$ cat src/rtl/dds_sine_gen.sv
// dds_sine_gen: phase-accumulator DDS with a quarter-wave sine table,
// programmable phase offset, ready/valid configuration port and a
// three-stage output pipeline with valid.
module dds_sine_gen #(
  parameter int PHASE_W    = 24,
  parameter int LUT_AW     = 8,
  parameter int DATA_W     = 12,
  parameter bit OUT_SIGNED = 1'b1,
  parameter bit SYNC_UPD   = 1'b1
) (
  input  logic               clk,
  input  logic               rst,
  input  logic               en,
  input  logic               sync_clr,
  input  logic               cfg_valid,
  output logic               cfg_ready,
  input  logic [PHASE_W-1:0] cfg_freq,
  input  logic [PHASE_W-1:0] cfg_phase,
  output logic [DATA_W-1:0]  dout,
  output logic               dout_valid
);

  localparam int LUT_N   = 2 ** LUT_AW;
  localparam int IDX_LSB = PHASE_W - 2 - LUT_AW;
  localparam real AMP    = real'((2 ** (DATA_W - 1)) - 1);
  localparam real HALF_PI = 1.57079632679489661923;

  // Quarter-wave entry k, sampled at the centre of its bin so that the
  // folded quadrants are exact mirror images of each other.
  function automatic logic [DATA_W-2:0] qval(input int k);
    real x;
    x = AMP * $sin(HALF_PI * (real'(k) + 0.5) / real'(LUT_N));
    return (DATA_W-1)'($rtoi(x + 0.5));
  endfunction

  logic [DATA_W-2:0] rom [LUT_N];

  for (genvar k = 0; k < LUT_N; k++) begin : g_rom
    assign rom[k] = qval(k);
  end

  logic [PHASE_W-1:0] acc;
  logic [PHASE_W-1:0] freq;
  logic [PHASE_W-1:0] poff;
  logic [PHASE_W-1:0] pend_freq;
  logic [PHASE_W-1:0] pend_phase;
  logic               pend;

  logic [PHASE_W:0]   acc_sum;
  logic               wrap;
  logic               accept;
  logic               apply;
  logic               s1_load;

  logic [LUT_AW+1:0]  ph_top;
  logic [IDX_LSB-1:0] ph_lo_unused;

  logic               s1_valid;
  logic [LUT_AW+1:0]  s1_ph;
  logic [1:0]         s1_q;
  logic [LUT_AW-1:0]  s1_idx;
  logic [LUT_AW-1:0]  s1_addr;

  logic               s2_valid;
  logic               s2_neg;
  logic [DATA_W-2:0]  s2_mag;
  logic [DATA_W-1:0]  s2_s;
  logic [DATA_W-1:0]  s2_out;

  assign cfg_ready = !pend;

  // Carry out of acc+freq (old freq) marks the wrap; decide accept/apply.
  always_comb begin
    acc_sum = {1'b0, acc} + {1'b0, freq};
    wrap    = acc_sum[PHASE_W];
    accept  = cfg_valid && !pend;
    apply   = pend && (sync_clr || (en && (!SYNC_UPD || wrap)));
    s1_load = en && !sync_clr;
  end

  // Only the quadrant and table-index bits of the phase reach the table.
  assign {ph_top, ph_lo_unused} = acc + poff;

  // Configuration staging: latch on accept, move to live registers on apply.
  always_ff @(posedge clk or negedge rst) begin
    if (!rst) begin
      pend       <= 1'b0;
      pend_freq  <= '0;
      pend_phase <= '0;
      freq       <= '0;
      poff       <= '0;
    end else if (apply) begin
      freq <= pend_freq;
      poff <= pend_phase;
      pend <= 1'b0;
    end else if (accept) begin
      pend_freq  <= cfg_freq;
      pend_phase <= cfg_phase;
      pend       <= 1'b1;
    end
  end

  // Phase accumulator: clear has priority over advance.
  always_ff @(posedge clk or negedge rst) begin
    if (!rst) begin
      acc <= '0;
    end else if (sync_clr) begin
      acc <= '0;
    end else if (en) begin
      acc <= acc_sum[PHASE_W-1:0];
    end
  end

  // Stage 1: capture the offset phase of the current accumulator value.
  always_ff @(posedge clk or negedge rst) begin
    if (!rst) begin
      s1_valid <= 1'b0;
      s1_ph    <= '0;
    end else begin
      s1_valid <= s1_load;
      if (s1_load) s1_ph <= ph_top;
    end
  end

  // Quadrant fold: odd quadrants read the table backwards.
  always_comb begin
    s1_q    = s1_ph[LUT_AW+1:LUT_AW];
    s1_idx  = s1_ph[LUT_AW-1:0];
    s1_addr = s1_q[0] ? ~s1_idx : s1_idx;
  end

  // Stage 2: table lookup plus the sign of the half-wave.
  always_ff @(posedge clk or negedge rst) begin
    if (!rst) begin
      s2_valid <= 1'b0;
      s2_neg   <= 1'b0;
      s2_mag   <= '0;
    end else begin
      s2_valid <= s1_valid;
      if (s1_valid) begin
        s2_mag <= rom[s1_addr];
        s2_neg <= s1_q[1];
      end
    end
  end

  // Apply the sign, then optionally convert to offset binary.
  always_comb begin
    s2_s = {1'b0, s2_mag};
    if (s2_neg) s2_s = -s2_s;
    s2_out = OUT_SIGNED ? s2_s : {~s2_s[DATA_W-1], s2_s[DATA_W-2:0]};
  end

  // Stage 3: output register; holds the last sample while not valid.
  always_ff @(posedge clk or negedge rst) begin
    if (!rst) begin
      dout       <= '0;
      dout_valid <= 1'b0;
    end else begin
      dout_valid <= s2_valid;
      if (s2_valid) dout <= s2_out;
    end
  end

endmodule

$ cat config.mk
export PLATFORM = sky130hd
export DESIGN_NAME = dds_sine_gen
export DESIGN_NICKNAME = d
export VERILOG_FILES = /design/src/rtl/dds_sine_gen.sv
export SDC_FILE = /design/constraint.sdc
export NUM_CORES = 1
export LEC_CHECK = 0
export ABC_CLOCK_PERIOD_IN_PS = 10700
export CAP_MARGIN = 20
export CORE_MARGIN = 4
export CORE_UTILIZATION = 25
export CTS_CLUSTER_SIZE = 40
export DETAILED_ROUTE_END_ITERATION = 7
export PLACE_DENSITY_LB_ADDON = 0.15
export SLEW_MARGIN = 0
export SYNTH_ARGS = -nofsm -noshare
export SYNTH_HDL_FRONTEND = slang
export SYNTH_SLANG_ARGS = --single-unit
$ cat constraint.sdc
create_clock -name clk -period 10.7 [get_ports clk]
set_clock_uncertainty 0.2 [all_clocks]
set_input_delay 2.14 -clock clk [delete_from_list [all_inputs] [get_ports clk]]
set_output_delay 2.14 -clock clk [all_outputs]
set_load 0.02 [all_outputs]
==> results of run 1 <==
cell families (layout without fill, tap and decap cells):
kind of cell / Yosys count / in the layout
mux: 119 / 119
simple gates: 425 / 425
fa+ha+maj: 62 / 62
flops: 158 / 158
compound gates: 561 / 561
buf+inv: 165 / 166
xor+xnor: 36 / 36
state kept, by name (all words and copies together) (netlist names):
register    cells
s2_neg          1
s2_valid        1
dout           12
acc            24
dout_valid      1
pend_freq      24
s2_mag         11
poff           24
s1_ph          10
pend_phase     24
freq           24
s1_valid        1
pend            1
worst max-delay path, stage by stage:
cell and delay, ps:
clkdlybuf4s50_1 880, nor3_1 360, a31oi_1 170, o221ai_4 300
buf_4 550, mux2_2 400
routing by layer:
layer / up-vias / global-route usage [%] / wire (µm)
met4: 2 / 9.79 / 3170
met3: 164 / 3.22 / 3860
li1: 5719 / - / -
met1: 6090 / 24.3 / 22100
met2: 632 / 27.8 / 23000
met5: - / 0 / 20
cells in the final DEF (no fill, tap or decap), types with 32 or more instances in the layout:
master / netlist / layout
o22ai_1: 32 / 32
dfrtp_1: 158 / 154
nand2_1: 123 / 123
mux2_2: 92 / 92
a21oi_1: 141 / 141
nor2_1: 107 / 107
buf_4: 3 / 33
clkdlybuf4s50_1: 0 / 65
o21ai_0: 123 / 123
ha_1: 61 / 61
final cells by class:
class / instances / area, µm²
fill: 5489 / 36500
multi-input combinational: 1203 / 8270
sequential: 158 / 3960
timing repair buffer: 99 / 910
tap: 680 / 851
clock buffer: 19 / 433
clock inverter: 13 / 154
inverter: 35 / 131
worst paths after layout:
path                                from         to  slack (ps)  cells after the start
max                             sync_clr   freq[20]        5940                      6
min                        pend_freq[18]   freq[18]         300                      1
max reg2reg                     s1_ph[8]  s2_mag[5]        6120                     12
min reg2reg                pend_freq[18]   freq[18]         300                      1
max in group asynchronous            rst   s1_ph[3]        7100                      2
min in group asynchronous            rst    dout[6]        1560                      1
per-stage QoR:
stage | area, µm² | setup slack (ps)
after floorplan | 12900 | 7000
after global placement | 14100 | 5440
after global routing | 14700 | 5770
after CTS | 14700 | 5900
after detailed placement | 14100 | 5430
final | 14700 | 5940
==> results by group, run 1 <==
Floorplan
  – Core Region: 51200 µm²
  – FP Rows: 83
  – DIE AREA: 55300 µm²
  – Vertical extent of the die: 235 µm
  – Width of the die: 235 µm
  – # IOs: 67
  – Initial Utilization: 25.2%

CTS
  – Clock-pin transition on the worst setup and hold timing paths: 60 ps
  – Cells resized by post-CTS repair: 0
  – Total CTS buffers: 17
  – TritonCTS sink count: 158
  – H-tree level count: 4
  – Later-pin clock latency in the skew report: 440 ps
  – Clock tree from TritonCTS: done
  – Deepest clock path buffer count: 2
  – Library cell used as clock root buffer: clkbuf_16
  – CTS Hold Buffers Added: 0
  – Post-CTS repair timing setup buffer count: 0

Place
  – Placed wire-length estimate after detailed placement: 37.2 mm
  – Port-buffer cells: 66
  – Final estimated routing congestion in global placement: 0.957
  – Number of cells after detailed placement: 2175

Logic synthesis
  – Simple logic cell fraction of the synthesized area: 16.0%
  – Cell count after synthesis: 1526
  – Area of the mapped netlist: 12900 µm²
  – Largest family of logic cells by synthesized area: compound AO/OA/AOI/OAI gates
  – Post-Synthesis Mean Instance Area: 8.46 µm²
  – Multiplexer area fraction after synthesis: 10.6%
  – XOR/XNOR Fraction of Synth Area: 2.44%
  – Cell types with the largest area share after synthesis: dfrtp_1 31%, mux2_2 8.0%, ha_1 5.9%
  – Synth async-reset ratio: 100%
  – Count of state elements after synthesis: 158
  – Synth Net Count: 1641
  – Yosys top cell by area: dfrtp_1
  – Count of distinct cell types in the synthesized netlist: 82
  – Count of flip-flops with a built-in enable after synthesis: 0
  – Sequential fraction of the synthesis area: 30.6%
  – Warning count from the yosys run: 0
  – Top cells by instance count after synthesis: 158 x dfrtp_1, 141 x a21oi_1, 123 x nand2_1, 123 x o21ai_0, 107 x nor2_1
  – Predominant post-synthesis flop cell: dfrtp_1
  – Arithmetic-cell share of the synthesized area counting full adders, half adders and majority gates: 6.07%
  – Area fraction of the dominant cell type after synthesis: 30.6%
  – Most repeated cell in the gate-level netlist after synthesis: dfrtp_1
  – Synthesized-area fraction occupied by ao, oa, aoi and oai cells: 28.8%

STA
  – Transition time at the pin with the least slew margin: 1180 ps
  – Final clock period utilization by the worst path: 44.5%
  – Slew Limit Fails: 0
  – Count of endpoints failing hold in the final timing report: 0
  – Finish-stage setup viols: 0
  – Final TNS setup: 0 ps
  – Final min period: 4760 ps
  – Maximum frequency from static timing analysis: 210 MHz
  – RSZ-0062 raised after global routing: no
  – Tightest slew margin relative to the limit: 20.8%
  – Smallest hold slack: 300 ps

Final layout
  – Final standard cell count with taps included and fillers excluded: 2207
  – Finished Core Util: 28.7%
  – Count of nets after finishing: 1629
  – Antenna Diode Count: 0
  – Layout cells sized above 1: 12.3%
  – Synthesis-to-finish area growth: 13.9%

Critical path
  – Nature of the critical path startpoint: input port
  – Required @ worst endpoint: 10810 ps
  – Highest net fanout along the worst path: 45
  – Data arrival time of the critical path: 4880 ps
  – Worst Setup End Kind: register
  – CP Class: in -> reg

Drt
  – Routed WL: 52.1 mm
  – Vias after detailed routing: 12607
  – Antenna violation net count after detailed routing: 0
  – Initial DRC Count: 1394
  – Post-route DRC violation count: 0
  – Detailed-router iteration count before antenna repair: 7
  – Per-cell routed wire length: 23.6 µm
  – Via-to-Cell Ratio: 5.71

Worst hold path
  – Tightest Hold Check Type: reg -> reg

Flow run
  – MaxCap Viol Count: 0

GRT
  – Remaining global-route overflow: 0
  – GRT Overall Usage: 18.1%
  – Global-route wire length before repair: 78.4 mm
  – Antenna violations before repair: 1
  – Pin count of the biggest net entering global routing: 88
  – Via count of the first global-routing pass: 12127

Outcome
  – Status: completed
Power of run 1 is not shown: default switching activity piles up to over one toggle a cycle in this logic, so the estimate is an artifact.
==> run 2: changes to the inputs <==
--- a/config.mk
+++ b/config.mk
@@ -5,7 +5,7 @@
 export SDC_FILE = /design/constraint.sdc
 export NUM_CORES = 1
 export LEC_CHECK = 0
-export ABC_CLOCK_PERIOD_IN_PS = 10700
+export ABC_CLOCK_PERIOD_IN_PS = 4600
 export CAP_MARGIN = 20
 export CORE_MARGIN = 4
 export CORE_UTILIZATION = 25
==> constraint.sdc (replaced) <==
create_clock -name clk -period 4.6 [get_ports clk]
set_clock_uncertainty 0.2 [all_clocks]
set_input_delay 0.92 -clock clk [delete_from_list [all_inputs] [get_ports clk]]
set_output_delay 0.92 -clock clk [all_outputs]
set_load 0.02 [all_outputs]
==> run 2 against run 1 <==
The run now ends with design-rule violations left. Global-route usage up 2.2 points. Critical path depth up 3. First-iteration DRC count up 5.2%. Via count up 2.6%. Flip-flop and latch count unchanged. Count of clock-buffer cells in the layout down 1. Non-clock buffer count up 43. Routed wire length up 12%. Utilization up 0.75 points. Die area unchanged. Setup slack worse by 5100 ps. Critical endpoint is now s2_mag[2].
==> results by group, run 2 (synthesis gave the netlist of run 1 again) <==
Critical path
  – Worst Setup End Kind: register
  – Data arrival time of the critical path: 3930 ps (-950 ps)
  – Required @ worst endpoint: 4720 ps (-6090 ps)
  – Cell-by-cell listing of the critical path: nor2b_1, buf_4, a22oi_1, o21ai_0, nand2_1, o2111ai_1, a2111oi_0, buf_4, o21ai_0
  – Max stage delay on crit path: 850 ps (-30 ps)
  – CP Class: reg -> reg
  – Highest net fanout along the worst path: 44 (-2.2%)
  – Largest delay contributor family on the critical path: compound AO/OA/AOI/OAI gates
  – Cell with the biggest individual delay on the critical path: a22oi_1
  – Critical path buffer and inverter count: 2 (unchanged)
  – Nature of the critical path startpoint: register

STA
  – Final TNS setup: 0 ps (unchanged)
  – Finish-stage setup viols: 0 (unchanged)
  – Final min period: 3810 ps
  – Final clock period utilization by the worst path: 82.8%
  – Maximum frequency from static timing analysis: 263 MHz
  – Count of endpoints failing hold in the final timing report: 0 (unchanged)
  – RSZ-0062 raised after global routing: no
  – Slew Limit Fails: 0 (unchanged)
  – Transition time at the pin with the least slew margin: 1070 ps (-110 ps)
  – Setup WS post-layout: 791 ps (-5150 ps)
  – Tightest slew margin relative to the limit: 28.2% (+7.4 points)

Floorplan
  – DIE AREA: 55300 µm² (unchanged)
  – FP Rows: 83 (unchanged)
  – Initial Utilization: 25.2% (unchanged)
  – # IOs: 67 (unchanged)
  – Width of the die: 235 µm (unchanged)
  – Vertical extent of the die: 235 µm (unchanged)
  – Core Region: 51200 µm² (unchanged)

Final layout
  – Final design instance area without fill: 15100 µm² (+2.6%)
  – Count of nets after finishing: 1672 (+2.6%)
  – Layout cells sized above 1: 14.8% (+2.5 points)
  – Highest-count cells in the layout ignoring fill and taps: 154 x dfrtp_1, 141 x a21oi_1, 123 x nand2_1, 123 x o21ai_0, 107 x nor2_1
  – Commonest non-fill, non-tap cell in the layout: dfrtp_1
  – Synthesis-to-finish area growth: 16.9%

Place
  – Port-buffer cells: 66 (unchanged)
  – Placed inst area: 14500 µm² (+2.6%)
  – Worst slack at placement: 887 ps (-4550 ps)
  – Placed wire-length estimate after detailed placement: 42.4 mm (+14%)
  – Final estimated routing congestion in global placement: 1.05 (+9.6%)

CTS
  – Total CTS buffers: 17 (unchanged)
  – Clock-pin transition on the worst setup and hold timing paths: 70 ps (about the same)
  – Deepest clock path buffer count: 2 (unchanged)
  – Library cell used as clock root buffer: clkbuf_16
  – Later-pin clock latency in the skew report: 450 ps (about the same)
  – TritonCTS sink count: 158 (unchanged)
  – CTS Hold Buffers Added: 0 (unchanged)
  – Post-CTS repair timing setup buffer count: 0 (unchanged)
  – H-tree level count: 4 (unchanged)
  – Clock tree from TritonCTS: done
  – Cells resized by post-CTS repair: 0 (unchanged)

GRT
  – Remaining global-route overflow: 0 (unchanged)
  – Global-route wire length before repair: 86.1 mm (+9.9%)
  – Antenna violations before repair: 0 (-1)
  – Via count of the first global-routing pass: 12674 (+4.5%)
  – Pin count of the biggest net entering global routing: 104 (+18%)
  – GRT Overall Usage: 20.3% (+2.2 points)

Flow run
  – MaxCap Viol Count: 0 (unchanged)

Drt
  – Via-to-Cell Ratio: 5.75 (+0.66%)
  – Per-cell routed wire length: 25.9 µm (+9.5%)
  – Vias after detailed routing: 12937 (+2.6%)
  – Initial DRC Count: 1467 (+5.2%)
  – Routed WL: 58.2 mm (+12%)
  – Antenna violation net count after detailed routing: 0 (unchanged)
  – Detailed-router iteration count before antenna repair: 8 (+1)
  – Post-route DRC violation count: 1 (+1)

Worst hold path
  – Tightest Hold Check Type: in -> async

Outcome
  – Violated checks: design-rule violations
  – Status: finished, violations left
[run 2: path summary, 6_finish.rpt]
| check | slack, ps | to | depth (start not counted) | from |
|---|---|---|---|---|
| max | 790 | s2_mag[2] | 9 | s1_ph[3] |
| min | 300 | dout[1] | 1 | rst |
| max reg2reg | 790 | s2_mag[2] | 9 | s1_ph[3] |
| min reg2reg | 300 | freq[18] | 1 | pend_freq[18] |
| max in group asynchronous | 3000 | acc[17] | 2 | rst |
| min in group clk | 300 | freq[18] | 1 | pend_freq[18] |
[run 2: final cells by class]
type / instances / area, µm²
antenna: 1 / 2.50
timing repair buffer: 142 / 1280
sequential: 158 / 3960
inverter: 35 / 131
fill: 5496 / 36100
tap: 680 / 851
multi-input combinational: 1203 / 8270
clock inverter: 13 / 154
clock buffer: 18 / 439
[run 2: per-stage QoR]
step	utilization (%)	cells	hold slack, ps
after floorplan	-	1526	152
after global placement	28.3	2217	286
after detailed placement	28.3	2217	279
after CTS	29.5	2248	304
after global routing	29.5	2249	319
final	29.5	2250	301
[run 2: worst reg2reg max path, cell delays in order, from the launching register on]
cell and delay (ps):
dfrtp_4 730, nor2b_1 270, buf_4 220, a22oi_1 860, o21ai_0 300, nand2_1 140, o2111ai_1 190, a2111oi_0 500
buf_4 200, o21ai_0 80
[run 2: layer usage]
layer / vias to the layer above / wire length, µm / global-route usage [%]
met5: - / 0 / 0
met4: 0 / 3650 / 11.5
met3: 177 / 4290 / 4.14
met2: 660 / 25400 / 30.9
met1: 6306 / 24900 / 26.8
li1: 5794 / - / -
Power of run 2 is left out for the same reason.
